$ cat src/rtl/mmio_uart_tx.sv
// Memory-mapped 8N1 UART transmitter on the data-memory bus: TXDATA/STATUS/BAUD_DIV/CTRL
// registers in a 4-word window, a byte FIFO, and a serialiser with a per-frame divider.
module mmio_uart_tx #(
   parameter int                    ADDR_WIDTH  = 12,
   parameter int                    DATA_WIDTH  = 32,
   parameter logic [ADDR_WIDTH-1:0] BASE_ADDR   = 12'h400,
   parameter int                    FIFO_DEPTH  = 8,
   parameter logic [15:0]           DEFAULT_DIV = 16'd868
) (
   input  logic                  sysclk,
   input  logic                  rst,
   input  logic [ADDR_WIDTH-1:0] addr,
   input  logic [3:0]            byte_w_en,
   input  logic [DATA_WIDTH-1:0] wr_data,
   input  logic                  r_en,
   output logic [DATA_WIDTH-1:0] r_data,
   output logic                  tx,
   output logic                  irq
);

   localparam int PW = (FIFO_DEPTH > 1) ? $clog2(FIFO_DEPTH) : 1;
   localparam int CW = PW + 1;
   localparam logic [CW-1:0] FULL_CNT = CW'(FIFO_DEPTH);

   typedef enum logic [1:0] {
      S_IDLE  = 2'd0,
      S_START = 2'd1,
      S_DATA  = 2'd2,
      S_STOP  = 2'd3
   } state_t;

   state_t                  state_q, state_d;
   logic [7:0]              mem_q [FIFO_DEPTH];
   logic [7:0]              mem_d [FIFO_DEPTH];
   logic [PW-1:0]           wr_ptr_q, wr_ptr_d;
   logic [PW-1:0]           rd_ptr_q, rd_ptr_d;
   logic [CW-1:0]           count_q, count_d;
   logic                    ovf_q, ovf_d;
   logic [15:0]             baud_q, baud_d;
   logic                    tx_en_q, tx_en_d;
   logic [15:0]             div_l_q, div_l_d;
   logic [15:0]             cyc_cnt_q, cyc_cnt_d;
   logic [2:0]              bit_cnt_q, bit_cnt_d;
   logic [7:0]              shift_q, shift_d;
   logic                    tx_q, tx_d;
   logic                    irq_q, irq_d;
   logic [DATA_WIDTH-1:0]   r_data_q, r_data_d;

   logic                    sel_s;
   logic [1:0]              reg_sel_s;
   logic                    wr_s;
   logic                    push_req_s;
   logic                    push_ok_s;
   logic                    sts_clr_s;
   logic                    full_s;
   logic                    empty_s;
   logic                    frame_avail_s;
   logic                    bit_end_s;
   logic                    pop_s;
   logic [15:0]             eff_div_s;
   logic [7:0]              count8_s;
   logic [DATA_WIDTH-1:0]   status_s;
   logic [DATA_WIDTH-1:0]   rd_val_s;

   // Bus decode and FIFO status flags.
   always_comb begin
      sel_s         = (addr[ADDR_WIDTH-1:2] == BASE_ADDR[ADDR_WIDTH-1:2]);
      reg_sel_s     = addr[1:0];
      wr_s          = |byte_w_en;
      full_s        = (count_q == FULL_CNT);
      empty_s       = (count_q == {CW{1'b0}});
      push_req_s    = sel_s && wr_s && (reg_sel_s == 2'd0) && byte_w_en[0];
      push_ok_s     = push_req_s && !full_s;
      sts_clr_s     = sel_s && (reg_sel_s == 2'd1) && byte_w_en[0] && wr_data[3];
      frame_avail_s = tx_en_q && !empty_s;
      bit_end_s     = (cyc_cnt_q == (div_l_q - 16'd1));
      eff_div_s     = (baud_q == 16'd0) ? 16'd1 : baud_q;
   end

   // FSM state register.
   always_ff @(posedge sysclk) begin
      if (rst) begin
         state_q <= S_IDLE;
      end else begin
         state_q <= state_d;
      end
   end

   // FSM next-state logic; STOP chains straight into START when more data is queued.
   always_comb begin
      state_d = state_q;
      case (state_q)
         S_IDLE: begin
            if (frame_avail_s) state_d = S_START;
            else               state_d = S_IDLE;
         end
         S_START: begin
            if (bit_end_s) state_d = S_DATA;
            else           state_d = S_START;
         end
         S_DATA: begin
            if (bit_end_s && (bit_cnt_q == 3'd7)) state_d = S_STOP;
            else                                  state_d = S_DATA;
         end
         S_STOP: begin
            if (bit_end_s && frame_avail_s) state_d = S_START;
            else if (bit_end_s)             state_d = S_IDLE;
            else                            state_d = S_STOP;
         end
         default: state_d = S_IDLE;
      endcase
   end

   // FSM outputs: FIFO pop request and the next serial line level.
   always_comb begin
      pop_s = 1'b0;
      tx_d  = 1'b1;
      case (state_q)
         S_IDLE: begin
            pop_s = frame_avail_s;
            tx_d  = 1'b1;
         end
         S_START: begin
            pop_s = 1'b0;
            tx_d  = 1'b0;
         end
         S_DATA: begin
            pop_s = 1'b0;
            tx_d  = shift_q[0];
         end
         S_STOP: begin
            pop_s = bit_end_s && frame_avail_s;
            tx_d  = 1'b1;
         end
         default: begin
            pop_s = 1'b0;
            tx_d  = 1'b1;
         end
      endcase
   end

   // Bit timing, shift register and the per-frame divider latch.
   always_comb begin
      if (state_q == S_IDLE) begin
         cyc_cnt_d = 16'd0;
      end else if (bit_end_s) begin
         cyc_cnt_d = 16'd0;
      end else begin
         cyc_cnt_d = cyc_cnt_q + 16'd1;
      end

      if (state_q != S_DATA) begin
         bit_cnt_d = 3'd0;
      end else if (bit_end_s) begin
         bit_cnt_d = bit_cnt_q + 3'd1;
      end else begin
         bit_cnt_d = bit_cnt_q;
      end

      if (pop_s) begin
         shift_d = mem_q[rd_ptr_q];
         div_l_d = eff_div_s;
      end else if ((state_q == S_DATA) && bit_end_s) begin
         shift_d = {1'b0, shift_q[7:1]};
         div_l_d = div_l_q;
      end else begin
         shift_d = shift_q;
         div_l_d = div_l_q;
      end
   end

   // FIFO storage, pointers and occupancy; a push into a full FIFO is dropped.
   always_comb begin
      mem_d = mem_q;
      if (push_ok_s) begin
         mem_d[wr_ptr_q] = wr_data[7:0];
         wr_ptr_d        = wr_ptr_q + PW'(1);
      end else begin
         wr_ptr_d        = wr_ptr_q;
      end

      if (pop_s) rd_ptr_d = rd_ptr_q + PW'(1);
      else       rd_ptr_d = rd_ptr_q;

      case ({push_ok_s, pop_s})
         2'b10:   count_d = count_q + CW'(1);
         2'b01:   count_d = count_q - CW'(1);
         default: count_d = count_q;
      endcase
   end

   // Software-visible control registers and the sticky overflow flag.
   always_comb begin
      baud_d  = baud_q;
      tx_en_d = tx_en_q;
      if (sel_s && (reg_sel_s == 2'd2)) begin
         if (byte_w_en[0]) baud_d[7:0]  = wr_data[7:0];
         else              baud_d[7:0]  = baud_q[7:0];
         if (byte_w_en[1]) baud_d[15:8] = wr_data[15:8];
         else              baud_d[15:8] = baud_q[15:8];
      end else begin
         baud_d = baud_q;
      end

      if (sel_s && (reg_sel_s == 2'd3) && byte_w_en[0]) tx_en_d = wr_data[0];
      else                                              tx_en_d = tx_en_q;

      if (push_req_s && full_s) ovf_d = 1'b1;
      else if (sts_clr_s)       ovf_d = 1'b0;
      else                      ovf_d = ovf_q;

      irq_d = (count_d == {CW{1'b0}}) && (state_d == S_IDLE) && tx_en_d;
   end

   // Read mux; samples pre-edge state and holds when r_en is low.
   always_comb begin
      count8_s = 8'(count_q);
      status_s = {16'h0000, count8_s, 4'h0, ovf_q, (state_q != S_IDLE), empty_s, full_s};
      if (sel_s) begin
         case (reg_sel_s)
            2'd1:    rd_val_s = status_s;
            2'd2:    rd_val_s = {16'h0000, baud_q};
            2'd3:    rd_val_s = {31'h0000_0000, tx_en_q};
            default: rd_val_s = '0;
         endcase
      end else begin
         rd_val_s = '0;
      end

      if (r_en) r_data_d = rd_val_s;
      else      r_data_d = r_data_q;
   end

   // Datapath and register file flops.
   always_ff @(posedge sysclk) begin
      if (rst) begin
         mem_q     <= '{default: 8'h00};
         wr_ptr_q  <= '0;
         rd_ptr_q  <= '0;
         count_q   <= '0;
         ovf_q     <= 1'b0;
         baud_q    <= DEFAULT_DIV;
         tx_en_q   <= 1'b0;
         div_l_q   <= 16'd1;
         cyc_cnt_q <= 16'd0;
         bit_cnt_q <= 3'd0;
         shift_q   <= 8'h00;
         tx_q      <= 1'b1;
         irq_q     <= 1'b0;
         r_data_q  <= '0;
      end else begin
         mem_q     <= mem_d;
         wr_ptr_q  <= wr_ptr_d;
         rd_ptr_q  <= rd_ptr_d;
         count_q   <= count_d;
         ovf_q     <= ovf_d;
         baud_q    <= baud_d;
         tx_en_q   <= tx_en_d;
         div_l_q   <= div_l_d;
         cyc_cnt_q <= cyc_cnt_d;
         bit_cnt_q <= bit_cnt_d;
         shift_q   <= shift_d;
         tx_q      <= tx_d;
         irq_q     <= irq_d;
         r_data_q  <= r_data_d;
      end
   end

   assign tx     = tx_q;
   assign irq    = irq_q;
   assign r_data = r_data_q;

endmodule

$ cat config.mk
export PLATFORM = sky130hd
export DESIGN_NAME = mmio_uart_tx
export DESIGN_NICKNAME = d
export VERILOG_FILES = /design/src/rtl/mmio_uart_tx.sv
export SDC_FILE = /design/constraint.sdc
export NUM_CORES = 1
export LEC_CHECK = 0
export CORE_ASPECT_RATIO = 0.6
export CORE_UTILIZATION = 61
export DETAILED_ROUTE_END_ITERATION = 6
export GPL_ROUTABILITY_DRIVEN = 0
export PLACE_DENSITY = 0.86
export SYNTH_ARGS = -nofsm -noshare
export SYNTH_HDL_FRONTEND = slang
export SYNTH_SLANG_ARGS = --single-unit
$ cat constraint.sdc
create_clock -name sysclk -period 12.4 [get_ports sysclk]
set_input_delay 1.86 -clock sysclk [delete_from_list [all_inputs] [get_ports sysclk]]
set_output_delay 1.86 -clock sysclk [all_outputs]
set_load 0.1 [all_outputs]
**After elaboration in Yosys (flattened, before gate mapping)**

Index checks and enable logic that the tools add are counted.

- Multiply operators: 0
- Equality and inequality tests: 13
- Shift-type cells: 0
- Muxes and demuxes: 23
- Order comparisons: 3
- Add/subtract/negate cells: 7
- Bitwise operators: 2
- Reductions and logical operators: 36
- Divide/modulo/power cells: 0

Operators by type and width:

| operator | number |
|---|---|
| $bwmux 64 | 1 |
| $pmux 16 s3 | 1 |
| $mux 8 | 5 |
| $mux 32 | 1 |
| $bmux 8 s3 | 1 |
| $demux 8 s3 | 1 |
| $logic_and 1x1->1 | 18 |
| $add 16x1->16 const B | 1 |
| $eq 16x16->1 | 1 |
| $logic_not 16->1 | 1 |
| $mux 16 | 1 |
| $sub 16x1->16 const B | 1 |
| $eq 10x9->1 const B | 1 |
| $eq 2x2->1 const B | 5 |
| $add 3x1->3 const B | 3 |
| $ge 4x4->1 const B | 2 |
| $logic_not 4->1 | 2 |
| $not 3->4 | 2 |
| $pmux 2 s4 | 1 |
| $pmux 4 s2 | 1 |
| $eq 2x1->1 const B | 3 |
| $logic_not 2->1 | 3 |
| $mux 2 | 3 |
| $pmux 1 s3 | 2 |
| other kinds (13) | 23 |

- Register bits: 171
- Bits of input ports: 51
- Latch bits: 0
- RAM bits: 0
- Memories: 0
- Output and inout bits: 34
- Word-level logic and storage cells: 107
- Memory bits (read-only): 0

**Longest topological paths before layout**

Gate-level depths: netlist of run 1.

- Depth after elaboration: 10
- Mapped depth: 19
- Depth with buffers taken out: 17

**Worst setup path before layout of run 1**

No wires, ideal clock.

- Path type: input to register
- Start: in addr[3]
- End: reg irq_q, in the netlist irq
- Data required time: 12321 ps
- Buffers on the path: 0
- Arrival: 4605 ps
- Stages: 14
- Setup time: 79 ps
- Setup slack: 7716 ps
- Cell sequence: nor4_1 and4b_1 nand3b_1 nor3b_2 clkinv_1 ha_1 xor2_1 ha_1 a21oi_1 xor2_1 nor2_1 xnor2_1 nand4_1 a211oi_2

- Cells in the longest elaborated chain, start to end: 10
- Elaborated cells on any way between the ends: 14
- Classes of those cells: 3 x eq/ne; 2 x mux; 9 x reduce/logical

RTL lines:

| item | line | source |
|---|---|---|
| start, declared | 12 | `input logic [ADDR_WIDTH-1:0] addr,` |
| $eq 10x9->1 * | 67 | `sel_s = (addr[ADDR_WIDTH-1:2] == BASE_ADDR[ADDR_WIDTH-1:2]);` |
| $logic_and 1x1->1 (3 in series) | 72 | `push_req_s = sel_s && wr_s && (reg_sel_s == 2'd0) && byte_w_en[0];` |
| $logic_and 1x1->1 | 73 | `push_ok_s = push_req_s && !full_s;` |
| $eq 2x1->1 / $eq 2x2->1 (equally long branches) | 185 | `case ({push_ok_s, pop_s})` |
| $pmux 4 s2 | 185 |  |
| $logic_not 4->1 | 212 | `irq_d = (count_d == {CW{1'b0}}) && (state_d == S_IDLE) && tx_en_d;` |
| $logic_and 1x1->1 | 212 |  |
| $logic_and 1x1->1 * | 212 |  |
| end signal, assigned | 264 | `irq_q <= irq_d;` |
| end, declared | 46 | `logic irq_q, irq_d;` |

Mark *: on every way between the ends. The rest lies on a longest branch, timed or not.
A chain may end at the register's enable or synchronous reset.

**Worst setup path in the final report of run 1**

Ends and elaborated chain as after synthesis.

==> results of run 1 <==
## cell usage after synthesis, drive strengths merged (17+ instances only)
library cell,count,area share (%)
nand3,26,1.8
mux2i,28,3.8
nor2,78,4.0
xor2,19,2.3
dfxtp,155,42
clkbuf,43,2.2
xnor2,24,2.9
a211oi,17,1.8
buf,24,2.1
a21oi,105,7.2
nand2,178,9.1
## how the worst max path moves through the flow
| stage | from | to | cells after the start |
|---|---|---|---|
| detailed placement | addr[3] | irq$_SDFF_PP0_ | 15 |
| finish | addr[3] | irq$_SDFF_PP0_ | 15 |
| floorplan | addr[3] | irq$_SDFF_PP0_ | 14 |
| CTS | addr[3] | irq$_SDFF_PP0_ | 15 |
| global placement | addr[3] | irq$_SDFF_PP0_ | 15 |
| global route | addr[3] | irq$_SDFF_PP0_ | 15 |
## power breakdown
part           leakage [nW]  internal, mW  switching [mW]
combinational          1.35        0.0133          0.0460
sequential             1.25         0.499        0.000754
clock                 0.273         0.319           0.207
## logic make-up (layout without fill, tap and decap cells)
group	Yosys count	count (layout)	share of synthesized area, %
flip-flops	155	155	42.3
multiplexers	45	45	8.88
AO/OA/AOI/OAI	153	153	12.3
AND/OR/NAND/NOR	378	378	24.2
other	1	16	0.0511
adder cells (fa/ha/maj)	14	14	2.39
buffers and inverters	76	93	4.77
XOR/XNOR	43	43	5.13
## per-stage QoR
stage | power [mW] | setup slack, ns | utilization [%] | instance area (µm²)
global route | 1.11 | 6.63 | 73.1 | 8390
finish | 1.09 | 6.98 | 73.1 | 8390
floorplan | 0.557 | 7.72 | - | 7390
global placement | 0.569 | 6.68 | 68.0 | 7800
detailed placement | 0.569 | 6.63 | 68.0 | 7800
CTS | 1.08 | 7.00 | 73.1 | 8390
## flip-flops by register name (all words and copies together), names as in the netlist
register / count
r_data: 16
mem_q: 64
ovf_q: 1
irq: 1
bit_cnt_q: 3
rd_ptr_q: 3
wr_ptr_q: 3
tx: 1
shift_q: 8
tx_en_q: 1
count_q: 4
baud_q: 16
cyc_cnt_q: 16
state_q: 2
div_l_q: 16
## worst min-delay path: stages (launching register included)
cell,delay [ns]
dfxtp_1,0.30
nand2_1,0.05
a21oi_1,0.05
## placed cells by master, fill, tap and decap left out, types with 5 or more instances in the layout
cell type,Yosys,final
xor2_1,19,19
nor4_1,12,12
nand3_1,26,26
xnor2_1,24,24
nor3_1,9,9
clkbuf_16,0,17
nand2b_1,12,12
nand2_1,178,178
nor2b_1,11,11
conb_1,1,16
mux4_2,16,16
clkinvlp_4,0,5
a211oi_1,16,16
nand3b_1,6,6
a21oi_1,105,105
ha_1,14,14
and3_1,12,12
dfxtp_1,155,155
clkdlybuf4s50_1,0,49
buf_4,16,5
inv_1,8,8
nand4_1,7,7
mux2i_1,28,28
a211o_1,5,5
nor2_1,78,78
## final cells by class
| cell class | count | share of cell area [%] |
|---|---|---|
| Multi-Input combinational cell | 649 | 46.9 |
| Sequential cell | 155 | 37.0 |
| Timing Repair Buffer | 54 | 6.29 |
| Clock buffer | 19 | 5.28 |
| Tap cell | 160 | 2.38 |
| Clock inverter | 11 | 1.74 |
| Inverter | 9 | 0.402 |
## layer usage
layer,vias up,part of all wire (%)
li1,2993,-
met1,3029,45
met2,422,41
met3,39,12
met4,0,1.8
met5,-,0
==> impl_metrics.json, run 1 <==
{
  "setup_tns_ns": 0,
  "fin_nets": 951,
  "cts_hold_buf": 0,
  "final-hold-violation-count": 0,
  "drive_above_1_share_pct": 7.36,
  "ff2ff_setup_slack_ns": 7.90,
  "stdcell_count": 1057,
  "coreArea_mm2": 0.0115,
  "io_buffers": 50,
  "post-route-min-period_ns": 5.42,
  "slowest_delay_ns": 0.54,
  "synth_edf_count": 0,
  "initial_core_util_pct": 63.9,
  "antenna_found_initial": 0,
  "detail_route.wirelength_um": 18800,
  "grt_pass1_wl_um": 30400,
  "met3_usage_pct": 7.48,
  "cp_top_family": "simple AND/OR/NAND/NOR gates",
  "cts_tree": "done",
  "worst_slew_pin_slew_ns": 1.28,
  "power-per-cell-area_mw_per_mm2": 129,
  "cts_resized": 0,
  "cp_num_buf_inv": 2,
  "critPathKind": "input pin to register",
  "post_cts_buffers": 0,
  "grt_pass1_vias": 5908,
  "crit_path_cell_trace": "clkdlybuf4s50_1 > nor4_1 > and4b_1 > nand3b_1 > nor3b_2 > clkinv_1 > ha_1 > xor2_1 > ha_1 > a21oi_1 > xor2_1 > nor2_1 > xnor2_1 > nand4_1 > a211oi_2",
  "root_buffer": "clkbuf_16",
  "clkSlewWorstSetupHoldPaths_ns": 0.06,
  "min_delay_worst_endpoint": "mem_q[3]$_SDFFE_PP0P_",
  "crit_required_ns": 12.75,
  "synthFlopType": "dfxtp_1",
  "cp_max_fo": 9,
  "worst_setup_path_end_kind": "register",
  "cts_sinks": 155,
  "die-area_mm2": 0.0125,
  "rows": 30,
  "rsz0062_at_grt": "no",
  "netlist_instances": 865,
  "power_leakage_nw": 2.87,
  "max_freq_mhz": 184,
  "multi_input_area_mm2": 0.00394,
  "yosys_register_bits": 155,
  "arrival_ns": 5.77,
  "cp-start-kind": "input pin",
  "wl_per_cell_um": 17.8,
  "dr.pass1.iters": 5,
  "r2r-end": "irq$_SDFF_PP0_",
  "grt_util_met1_pct": 47.5,
  "drv_slew": 0,
  "insertedDiodeCount": 0,
  "met2_usage_pct": 44.2,
  "seq_area_frac_synth_pct": 42.3,
  "finalSetupViolations": 0,
  "h-tree-depth": 4,
  "hpwl_um": 12400,
  "syn_avg_cell_area_um2": 8.48,
  "regArea_mm2": 0.00310,
  "grt_max_degree": 91,
  "clock_path_buffers": 2,
  "n_fill_cell": 819,
  "cpMaxStageDelayCell": "nor3b_2",
  "r2r_start": "div_l_q[0]$_SDFFE_PP1N_",
  "holdPathStages": 2,
  "outcome": "finished, final reports clean",
  "syn_to_final_growth_pct": 14.4,
  "async_flop_share_pct": 0,
  "yosysWarnings": 0,
  "maxCapViolations": 0,
  "grt-ovfl-total": 0,
  "whs_ns": 0.449,
  "clock_latency_ns": 0.43,
  "num_io_pins": 85,
  "ir_drop_mv": 0.101,
  "die_width_um": 144,
  "die_h_um": 87.0,
  "final_antenna_net_count": 0,
  "num_vias": 6483,
  "synth_cell_types": 59,
  "viasPerCell": 6.13,
  "skew_ns": 0.00807,
  "min-delay-start": "mem_q[3]$_SDFFE_PP0P_",
  "cts_buffers": 17,
  "min_path_type": "register to register",
  "drc_errors": 0,
  "period_share_pct": 43.7,
  "grtUsageTotal_pct": 31.8,
  "post-place-cells": 1027,
  "grt_busiest_layer": "met1",
  "netlist_area_mm2": 0.00734,
  "drtIter0Drc": 671,
  "slew_headroom_pct": 14.3,
  "r2r_cells": 17
}
(Power assumes the default switching activity.)
==> inputs of run 2 (changes only) <==
--- a/config.mk
+++ b/config.mk
@@ -6,10 +6,10 @@
 export NUM_CORES = 1
 export LEC_CHECK = 0
 export CORE_ASPECT_RATIO = 0.6
-export CORE_UTILIZATION = 61
+export CORE_UTILIZATION = 51
 export DETAILED_ROUTE_END_ITERATION = 6
 export GPL_ROUTABILITY_DRIVEN = 0
-export PLACE_DENSITY = 0.86
+export PLACE_DENSITY = 0.77
 export SYNTH_ARGS = -nofsm -noshare
 export SYNTH_HDL_FRONTEND = slang
 export SYNTH_SLANG_ARGS = --single-unit
==> constraint.sdc (replaced) <==
create_clock -name sysclk -period 4.4 [get_ports sysclk]
set_input_delay 0.66 -clock sysclk [delete_from_list [all_inputs] [get_ports sysclk]]
set_output_delay 0.66 -clock sysclk [all_outputs]
set_load 0.1 [all_outputs]
==> run 2 against run 1 <==
Against the previous run:
- critical path type is now register to register
- cell area rose by 1.7%
- largest power group unchanged
- sequential share of layout area shrank 0.60 points
- sequential power rose to 2.8 times the previous value
- count of clock-buffer cells in the layout increased by 2
- clock power grew to 2.8 times the previous value
- routed wire length fell by 1.7%
- largest cell class unchanged
- global-route usage is 5.8 points lower
- combinational power increased to 2.8 times the previous value
- setup slack worse by 6.5 ns
- critical path depth up 2
==> impl_metrics.json, run 2 (synthesis results as in run 1) <==
{
  "outcome": "finished, final reports clean",
  "die_h_um": 94.9,
  "grtUsageTotal_pct": 26.0,
  "final_antenna_net_count": 0,
  "cts_buffers": 17,
  "drtIter0Drc": 541,
  "worst_slew_pin_slew_ns": 1.21,
  "hpwl_um": 12700,
  "layout_common_cells": "nand2_1, dfxtp_1, a21oi_1",
  "fin_nets": 962,
  "root_buffer": "clkbuf_16",
  "slew_headroom_pct": 19.4,
  "crit_required_ns": 4.75,
  "clock_latency_ns": 0.42,
  "grt_pass1_wl_um": 29500,
  "critPathKind": "register to register",
  "wl_per_cell_um": 16.8,
  "finalSetupViolations": 0,
  "final-hold-violation-count": 0,
  "largest_reg_flops": 64,
  "coreArea_mm2": 0.0138,
  "cp_max_fo": 6,
  "rsz0062_at_grt": "no",
  "syn_to_final_growth_pct": 16.3,
  "internal_power_mw": 2.37,
  "grt_max_degree": 65,
  "met3_usage_pct": 6.79,
  "grt-ovfl-total": 0,
  "arrival_ns": 4.27,
  "top_register": "mem_q",
  "grt_busiest_layer": "met1",
  "drc_errors": 0,
  "period_share_pct": 89.2,
  "io_buffers": 50,
  "grt_util_met1_pct": 39.6,
  "clkSlewWorstSetupHoldPaths_ns": 0.06,
  "cts_resized": 0,
  "drv_slew": 0,
  "die_width_um": 157,
  "num_io_pins": 85,
  "viasPerCell": 5.69,
  "insertedDiodeCount": 0,
  "met2_usage_pct": 36.0,
  "n_fill_cell": 1164,
  "die-area_mm2": 0.0149,
  "power_switching_mw": 0.713,
  "dr.pass1.iters": 5,
  "share_comb_of_total_power_pct": 5.5,
  "p_clk_share_pct": 48.8,
  "antenna_found_initial": 0,
  "cts_tree": "done",
  "cp-start-kind": "register",
  "detail_route.wirelength_um": 18500,
  "rows": 33,
  "final_common_cell": "nand2_1",
  "clock_path_buffers": 2,
  "initial_core_util_pct": 53.0,
  "grt_pass1_vias": 5623,
  "power-per-cell-area_mw_per_mm2": 361,
  "setup_tns_ns": 0,
  "fin_util_pct": 61.7,
  "post_cts_buffers": 0,
  "power_leakage_nw": 2.94,
  "ir_drop_mv": 0.276,
  "place_ws_ns": 0.538,
  "swShare_pct": 23.2,
  "min_path_type": "register to register",
  "num_vias": 6272,
  "cts_hold_buf": 0,
  "skew_ns": 0.00869,
  "cts_sinks": 155,
  "worst_setup_path_end_kind": "register",
  "drive_above_1_share_pct": 8.68,
  "h-tree-depth": 4,
  "fin_ws_ns": 0.475,
  "post-route-min-period_ns": 3.93,
  "maxCapViolations": 0,
  "sequentialPowerShare_pct": 45.8,
  "max_freq_mhz": 255
}
run 2: critical path: stages, from the launching register on:
cell and delay, ns:
dfxtp_1 0.35, inv_1 0.10, ha_1 0.27, or4b_4 0.53
or4b_1 0.50, o22ai_2 0.20, nor2_1 0.11, nor3_1 0.21
a22o_2 0.20, ha_1 0.27, xor2_1 0.10, ha_1 0.19
a21oi_1 0.14, xor2_1 0.16, nor2_1 0.07, xnor2_1 0.18
nand4_1 0.13, a211oi_2 0.15
run 2: metal layers:
layer  vias to the layer above  wire (µm)
met2                       330       7470
met1                      2924       8980
met5                         -          0
met4                         0         80
met3                         9       1970
li1                       3009          -
run 2: area by class of cell:
class	count	area (µm²)	share of cell area (%)
multi-input combinational	649	3940	46.2
sequential	155	3100	36.4
timing repair buffer	65	611	7.16
clock buffer	21	460	5.40
tap	192	240	2.82
clock inverter	11	144	1.69
inverter	9	33.8	0.396
run 2: final timing paths:
kind / from / end / slack, ns / cells past startpoint
worst max-delay path: div_l_q[0]$_SDFFE_PP1N_ / irq$_SDFF_PP0_ / 0.47 / 17
worst max register to register: div_l_q[0]$_SDFFE_PP1N_ / irq$_SDFF_PP0_ / 0.47 / 17
worst min-delay path: mem_q[35]$_SDFFE_PP0P_ / mem_q[35]$_SDFFE_PP0P_ / 0.45 / 2
worst min register to register: mem_q[35]$_SDFFE_PP0P_ / mem_q[35]$_SDFFE_PP0P_ / 0.45 / 2
run 2: per-stage QoR:
step / std cells / hold WS, ns / power [mW] / cell area (µm²)
after CTS: 1102 / 0.448 / 3.09 / 8530
after floorplan: 880 / 0.429 / 1.57 / 7390
after global placement: 1070 / 0.435 / 1.61 / 7930
after global routing: 1102 / 0.462 / 3.17 / 8530
after detailed placement: 1070 / 0.441 / 1.61 / 7930
final: 1102 / 0.450 / 3.08 / 8530
run 2: power groups by stage:
stage / Clock [mW] / Sequential (mW) / Combinational [mW]
after floorplan: 0 / 1.46 / 0.108
after global placement: 0 / 1.44 / 0.167
after detailed placement: 0 / 1.44 / 0.167
after CTS: 1.51 / 1.41 / 0.167
after global routing: 1.59 / 1.41 / 0.176
final: 1.50 / 1.41 / 0.169
